==> config.mk <==
export PLATFORM = sky130hd
export DESIGN_NAME = csr_test_monitor
export DESIGN_NICKNAME = d
export VERILOG_FILES = /design/src/rtl/csr_test_monitor.sv
export SDC_FILE = /design/constraint.sdc
export NUM_CORES = 1
export LEC_CHECK = 0
export ABC_AREA = 1
export CAP_MARGIN = 20
export CELL_PAD_IN_SITES_DETAIL_PLACEMENT = 0
export CELL_PAD_IN_SITES_GLOBAL_PLACEMENT = 1
export CORE_MARGIN = 3
export CORE_UTILIZATION = 30
export CTS_CLUSTER_SIZE = 28
export DETAILED_ROUTE_END_ITERATION = 10
export PLACE_DENSITY = 0.73
export SYNTH_ARGS = -nofsm -noshare
export SYNTH_HDL_FRONTEND = slang
export SYNTH_SLANG_ARGS = --single-unit
==> constraint.sdc <==
create_clock -name clk -period 2.65 [get_ports clk]
set_input_delay 0.6625 -clock clk [delete_from_list [all_inputs] [get_ports clk]]
set_output_delay 0.6625 -clock clk [all_outputs]
set_load 0.05 [all_outputs]
==> src/rtl/csr_test_monitor.sv <==
// csr_test_monitor: drives a reset into a DUT under test.
// It then watches NUM_CH CSR result channels until every channel has reported
// a nonzero value or the run times out.
//
// Handshake: start is a single-cycle request. It is accepted only in IDLE or
// DONE and ignored while busy. After acceptance, busy stays high until the run
// ends. Then done stays high, with pass/timeout/fail_mask valid, until the next
// accepted start or rst.
module csr_test_monitor #(
  parameter int                 NUM_CH          = 2,
  parameter int                 CSR_WIDTH       = 32,
  parameter logic [CSR_WIDTH-1:0] PASS_VALUE    = 1,
  parameter int                 RST_HOLD_CYCLES = 10,
  parameter int                 SETTLE_CYCLES   = 10,
  parameter int                 TIMEOUT_CYCLES  = 4_000_000,
  parameter int                 CNT_WIDTH       = 32,
  localparam int                SEL_W           = (NUM_CH > 1) ? $clog2(NUM_CH) : 1
) (
  input  logic                        clk,
  input  logic                        rst,
  input  logic                        start,
  input  logic [NUM_CH*CSR_WIDTH-1:0] csr_in,
  input  logic [SEL_W-1:0]            csr_sel,
  output logic                        dut_rst,
  output logic                        busy,
  output logic                        done,
  output logic                        pass,
  output logic                        timeout,
  output logic [NUM_CH-1:0]           reported,
  output logic [NUM_CH-1:0]           fail_mask,
  output logic [CSR_WIDTH-1:0]        csr_value,
  output logic [CNT_WIDTH-1:0]        cycle_count,
  output logic [2:0]                  dbg_state
);

  typedef enum logic [2:0] {
    ST_IDLE   = 3'd0,
    ST_HOLD   = 3'd1,
    ST_SETTLE = 3'd2,
    ST_WAIT   = 3'd3,
    ST_DONE   = 3'd4
  } state_t;

  state_t                 state;
  logic [31:0]            phase;
  logic [CSR_WIDTH-1:0]   cap [NUM_CH];
  logic [CSR_WIDTH-1:0]   csr_ch [NUM_CH];
  logic [NUM_CH-1:0]      new_cap;
  logic [NUM_CH-1:0]      new_fail;
  logic                   all_rep;
  logic                   any_fail;
  logic [CNT_WIDTH-1:0]   cc_next;
  logic                   timeout_hit;

  assign dbg_state = state;

  // Unpack the CSR bus, find first-time nonzero captures and evaluate completion.
  always_comb begin
    new_cap  = '0;
    new_fail = '0;
    for (int k = 0; k < NUM_CH; k++) begin
      csr_ch[k]   = csr_in[k*CSR_WIDTH +: CSR_WIDTH];
      new_cap[k]  = (state == ST_WAIT) && !reported[k] && (csr_ch[k] != '0);
      new_fail[k] = (csr_ch[k] != PASS_VALUE);
    end
    // A channel counts as reported if it was latched earlier or is captured this cycle.
    all_rep  = &(reported | new_cap);
    any_fail = |(fail_mask | (new_fail & new_cap));
  end

  // Saturating next cycle count and the timeout condition it implies.
  always_comb begin
    cc_next     = (cycle_count == '1) ? cycle_count : cycle_count + 1'b1;
    timeout_hit = (cc_next >= CNT_WIDTH'(TIMEOUT_CYCLES));
  end

  // Read back the captured value of the selected channel; out-of-range selects read 0.
  always_comb begin
    csr_value = '0;
    for (int k = 0; k < NUM_CH; k++) begin
      if (csr_sel == SEL_W'(k)) csr_value = cap[k];
    end
  end

  // Run-sequencing FSM with registered outputs and result capture.
  always_ff @(posedge clk) begin
    if (rst) begin
      state       <= ST_IDLE;
      phase       <= '0;
      dut_rst     <= 1'b1;
      busy        <= 1'b0;
      done        <= 1'b0;
      pass        <= 1'b0;
      timeout     <= 1'b0;
      reported    <= '0;
      fail_mask   <= '0;
      cycle_count <= '0;
      for (int k = 0; k < NUM_CH; k++) cap[k] <= '0;
    end else begin
      case (state)
        ST_IDLE, ST_DONE: begin
          if (start) begin
            // A new run discards everything left over from the previous one.
            state       <= ST_HOLD;
            phase       <= 32'(RST_HOLD_CYCLES - 1);
            dut_rst     <= 1'b1;
            busy        <= 1'b1;
            done        <= 1'b0;
            pass        <= 1'b0;
            timeout     <= 1'b0;
            reported    <= '0;
            fail_mask   <= '0;
            cycle_count <= '0;
            for (int k = 0; k < NUM_CH; k++) cap[k] <= '0;
          end
        end

        ST_HOLD: begin
          if (phase == '0) begin
            dut_rst     <= 1'b0;
            cycle_count <= '0;
            if (SETTLE_CYCLES == 0) begin
              state <= ST_WAIT;
            end else begin
              state <= ST_SETTLE;
              phase <= 32'(SETTLE_CYCLES - 1);
            end
          end else begin
            phase <= phase - 1'b1;
          end
        end

        ST_SETTLE: begin
          cycle_count <= cc_next;
          if (timeout_hit) begin
            state   <= ST_DONE;
            busy    <= 1'b0;
            done    <= 1'b1;
            timeout <= 1'b1;
            pass    <= 1'b0;
          end else if (phase == '0) begin
            state <= ST_WAIT;
          end else begin
            phase <= phase - 1'b1;
          end
        end

        ST_WAIT: begin
          cycle_count <= cc_next;
          for (int k = 0; k < NUM_CH; k++) begin
            if (new_cap[k]) begin
              cap[k]       <= csr_ch[k];
              reported[k]  <= 1'b1;
              fail_mask[k] <= new_fail[k];
            end
          end
          // Completion is checked first so that a finish on the timeout cycle still passes.
          if (all_rep) begin
            state   <= ST_DONE;
            busy    <= 1'b0;
            done    <= 1'b1;
            timeout <= 1'b0;
            pass    <= !any_fail;
          end else if (timeout_hit) begin
            state   <= ST_DONE;
            busy    <= 1'b0;
            done    <= 1'b1;
            timeout <= 1'b1;
            pass    <= 1'b0;
          end
        end

        default: begin
          state   <= ST_IDLE;
          dut_rst <= 1'b1;
          busy    <= 1'b0;
          done    <= 1'b0;
        end
      endcase
    end
  end

endmodule

==> results by stage <==
Synthesis:
- In the post-synthesis netlist, the biggest area contributors are sky130_fd_sc_hd__edfxtp_1 (22%), sky130_fd_sc_hd__dfxtp_1 (18%), sky130_fd_sc_hd__nand2_1 (12%).
- Summing the areas of all and, or, nand and nor instances in the mapped netlist gives 33.8% of the synthesized area.
- The total of warnings raised by yosys is 0.
- Summing the areas of all compound-gate instances in the mapped netlist gives 9.03% of the synthesized area.
- When the netlist entered floorplanning its net count stood at 1236.
- The share of cell area taken by muxes after synthesis is 4.20%.
- Sequential elements use 40.1% of the synthesized area.
- The main combinational cell family by area after synthesis is simple AND/OR/NAND/NOR gates.
- The top-area cell type share of the netlist area is 22.4%.
- Of the total synthesized cell area, the portion taken by XOR and XNOR cells is 3.47%.
- The gate count of the mapped netlist is 1166.
- Summed over all instances, the cell type with the most area after synthesis is sky130_fd_sc_hd__edfxtp_1.
- The number of flip-flops and latches in the synthesized netlist is 140.
- After Yosys synthesis, full adders, half adders and majority gates account for 0.292% of the synthesized area.
- A synthesized cell averages 7.36 sq um.
- The synthesized area is 8580 sq um.
- Synthesis instantiated 43 different standard cells from the library.

Placed design:
- The number of instances in the placed design is 1752.
- The quantity of I/O buffers inserted on ports is 143.
- The worst setup timing slack at the placement stage is -125 ps.
- Once detailed placement completed, the half-perimeter wirelength came to 19400 um.
- At the end of routability-driven placement, the weighted congestion stood at 0.835.

GRT:
- Entering global routing, the biggest net connects 65 pins.
- After global routing the overflow that remains totals 0.
- The number of antenna violations at the first check in global routing is 0.
- The global-route usage over all layers is 17.1%.
- The first global-routing pass estimated 42700 um of wire.
- The number of global-route vias before repair is 8019.

Layout:
- The layout cell share with drive strength beyond 1 is 23.8%.
- The layout overhead on the synthesized area is 40.6%.
- The number of nets in the layout is 1467.
- The library cell used most frequently in the layout, excluding fill and tap cells, is sky130_fd_sc_hd__nand2_1.
- After the flow finishes, the layout carries non-filler instances totaling 1788.
- The number of antenna cells inserted is 0.
- The number of filler cells placed in the layout is 2856.
- Cells fill 43.1% of the core in the end.
- In the layout the commonest cells are sky130_fd_sc_hd__nand2_1 (276), sky130_fd_sc_hd__nor2_1 (179), sky130_fd_sc_hd__inv_1 (131).

Timing:
- The number of max-slew violations in the final report was 0.
- For the finished layout, the period the worst path requires is 2490 ps.
- Clock skew on the completed layout was measured at 19.5 ps.
- The final number of hold-violating endpoints is 0.
- Setup violations remaining at the end of the flow were counted as 0.
- The worst slack on hold paths is 470 ps.
- For the pin with the worst max-slew slack, the measured transition is 601 ps.
- The worst path uses 94.1% of the clock period.
- The worst slew margin relative to its limit is 59.8%.
- For this run, the top clock speed supported by timing is 401 MHz.
- Setup repair after global routing could not meet its margin everywhere.
- The final critical-path setup slack is 157 ps.

Clock network:
- The later pin in the worst-skew pair is clocked with a latency of 430 ps.
- CTS placed an instance of sky130_fd_sc_hd__clkbuf_16 at the clock tree root.
- The CTS tree is yes.
- The number of H-tree branching levels is 4.
- The number of buffers created by CTS is 17.
- The clock-pin slew of the registers on the worst-case setup and hold paths is 70 ps.
- In this run the deepest clock path goes through 2 buffers.
- The number of hold buffers added after CTS is 0.
- The count of clock tree sinks is 140.

Floorplan:
- In this run the horizontal extent of the chip is 175 um.
- The number of cell rows is 61.
- The number of placed I/O pins is 144.
- For this configuration, the core starts out at a cell density of 30.6%.
- The height of the die is 175 um.
- The floorplan die area is 30700 sq um.
- The area of the core region is 28000 sq um.

Drt:
- The count of nets left with antenna violations after detail routing is 0.
- After detailed routing, the number of vias per cell comes to 4.58.
- The count of routing violations after the opening detailed-route iteration is 571.
- The average wire per standard cell is 14.7 um.
- For this run, design rule violations remaining after detail routing come to 0.
- For this run, the detailed router's first-pass iteration total came to 6.
- The final route contains 8182 vias.
- The total length of routed wires is 26300 um.

Setup path:
- For the worst setup path, the data required time is 2950 ps.
- Of all nets on the critical path, the largest fanout is 16.
- The worst setup path is of the flip-flop to flip-flop kind.
- The worst setup path is captured at a flip-flop.
- The startpoint class of the critical path is a flip-flop.
- Data on the critical path arrives at its endpoint at 2790 ps.

Outcome:
- The flow ran to the end, and the final reports show no timing, DRC or antenna violations.

Min path:
- The worst hold-check path type is flip-flop to flip-flop.

Pwr:
- Dividing total power by cell area gives a power density of 1000 nW/um^2.
- The worst vdd rail ir drop is 0.821 mV.
- After layout, the design draws a total of 12.1 mW.
- The reported leakage power is 5.12 nW.

Job:
- Across the run, the number of max-cap violations was 0.
==> layout make-up <==
type                    instances  area [sq um]  area share, %
repair buffers                252          2560           21.2
multi-input cells             848          4440           36.8
clock buffers                  17           425           3.53
clock inverters                15           176           1.46
flip-flops and latches        140          3460           28.7
inverters                     138           528           4.38
well taps                     378           473           3.92
==> metrics by stage <==
stage / instance area, sq um / setup TNS (ps)
2_1_floorplan: 8590 / 0
3_3_place_gp: 11300 / -2430
3_5_place_dp: 11300 / -1480
4_1_cts: 11900 / 0
5_1_grt: 12100 / -59.7
6_report: 12100 / 0
==> logic make-up after synthesis <==
group / count (synthesis)
DFF: 140
and+or+nand+nor: 651
muxes: 32
adders and majority gates: 2
buffers and inverters: 178
xor gates and xnor gates: 34
AOI/OAI and AO/OA: 129
==> state kept, by name (all words and copies together), names as in the netlist, 2 cells and up <==
name / count
phase: 32
fail_mask: 2
reported: 2
cycle_count: 32
dbg_state: 3
cap: 64
==> worst max-delay path, stage by stage, from the launching register on <==
cell and delay (ps):
sky130_fd_sc_hd__dfxtp_2 340, sky130_fd_sc_hd__ha_1 180, sky130_fd_sc_hd__inv_2 60, sky130_fd_sc_hd__nor2_4 190, sky130_fd_sc_hd__nand2_4 90, sky130_fd_sc_hd__nor2_4 190
sky130_fd_sc_hd__nand2_4 110, sky130_fd_sc_hd__buf_12 150, sky130_fd_sc_hd__nand3_1 120, sky130_fd_sc_hd__nand3_1 110, sky130_fd_sc_hd__o21bai_2 190, sky130_fd_sc_hd__nor2_4 60
sky130_fd_sc_hd__nand3_2 70, sky130_fd_sc_hd__nand2_4 110, sky130_fd_sc_hd__buf_12 170, sky130_fd_sc_hd__o21ai_0 140, sky130_fd_sc_hd__nor2_1 60
==> what timing repair did <==
action	in CTS	in global routing
setup endpoints to repair	4	64
gates resized for setup	2	39
buffers inserted	0	3
gates cloned	0	1
pin swaps	0	5
==> Yosys cell counts <==
cell	number
sky130_fd_sc_hd__clkbuf_8	2
sky130_fd_sc_hd__o31ai_1	1
sky130_fd_sc_hd__buf_12	2
sky130_fd_sc_hd__buf_6	3
sky130_fd_sc_hd__edfxtp_1	64
sky130_fd_sc_hd__nand3_2	4
sky130_fd_sc_hd__clkdlybuf4s50_2	1
sky130_fd_sc_hd__a21o_1	1
sky130_fd_sc_hd__nand4_1	19
sky130_fd_sc_hd__a31o_2	1
sky130_fd_sc_hd__a21oi_1	43
sky130_fd_sc_hd__buf_1	6
sky130_fd_sc_hd__dfxtp_1	76
sky130_fd_sc_hd__clkinv_2	1
sky130_fd_sc_hd__xnor2_1	10
sky130_fd_sc_hd__a21oi_2	29
sky130_fd_sc_hd__inv_1	131
sky130_fd_sc_hd__nor2_2	9
sky130_fd_sc_hd__o21bai_1	1
sky130_fd_sc_hd__nand2_2	31
sky130_fd_sc_hd__ha_1	2
sky130_fd_sc_hd__nand2_1	278
sky130_fd_sc_hd__nand4_2	1
sky130_fd_sc_hd__inv_6	1
sky130_fd_sc_hd__nor2_4	5
sky130_fd_sc_hd__o21ai_0	51
sky130_fd_sc_hd__nand2_4	4
sky130_fd_sc_hd__clkbuf_1	23
sky130_fd_sc_hd__mux2_2	32
sky130_fd_sc_hd__inv_2	4
sky130_fd_sc_hd__nor2_1	192
sky130_fd_sc_hd__or2_2	2
sky130_fd_sc_hd__a211oi_1	1
sky130_fd_sc_hd__clkinv_1	1
sky130_fd_sc_hd__o21bai_2	1
sky130_fd_sc_hd__buf_8	1
sky130_fd_sc_hd__nand3b_1	25
sky130_fd_sc_hd__nor3_1	10
sky130_fd_sc_hd__nand3_1	62
sky130_fd_sc_hd__or2_0	1
sky130_fd_sc_hd__buf_4	2
sky130_fd_sc_hd__xor2_1	24
sky130_fd_sc_hd__nor4_1	8
==> final timing paths <==
path                  startpoint         to  slack [ps]  cells past startpoint
setup reg to reg  cycle_count[1]  phase[16]         160                     16
hold / removal           dut_rst    dut_rst         470                      2
hold reg to reg          dut_rst    dut_rst         470                      2
setup / recovery  cycle_count[1]  phase[16]         160                     16
==> where the power goes <==
group / switching, mW / internal [mW] / total, mW
combinational: 4.06 / 2.54 / 6.60
clock: 1.16 / 1.29 / 2.44
sequential: 0.321 / 2.76 / 3.08
==> per-layer routing <==
layer | vias up | share of wire, % | global-route usage (%)
met2 | 149 | 47 | 28.6
met5 | - | 0 | 0
met1 | 3790 | 49 | 23.3
li1 | 4223 | - | -
met3 | 20 | 3.6 | 2.82
met4 | 0 | 0.87 | 3.92
Note: power is estimated with default switching activity, not from simulation.
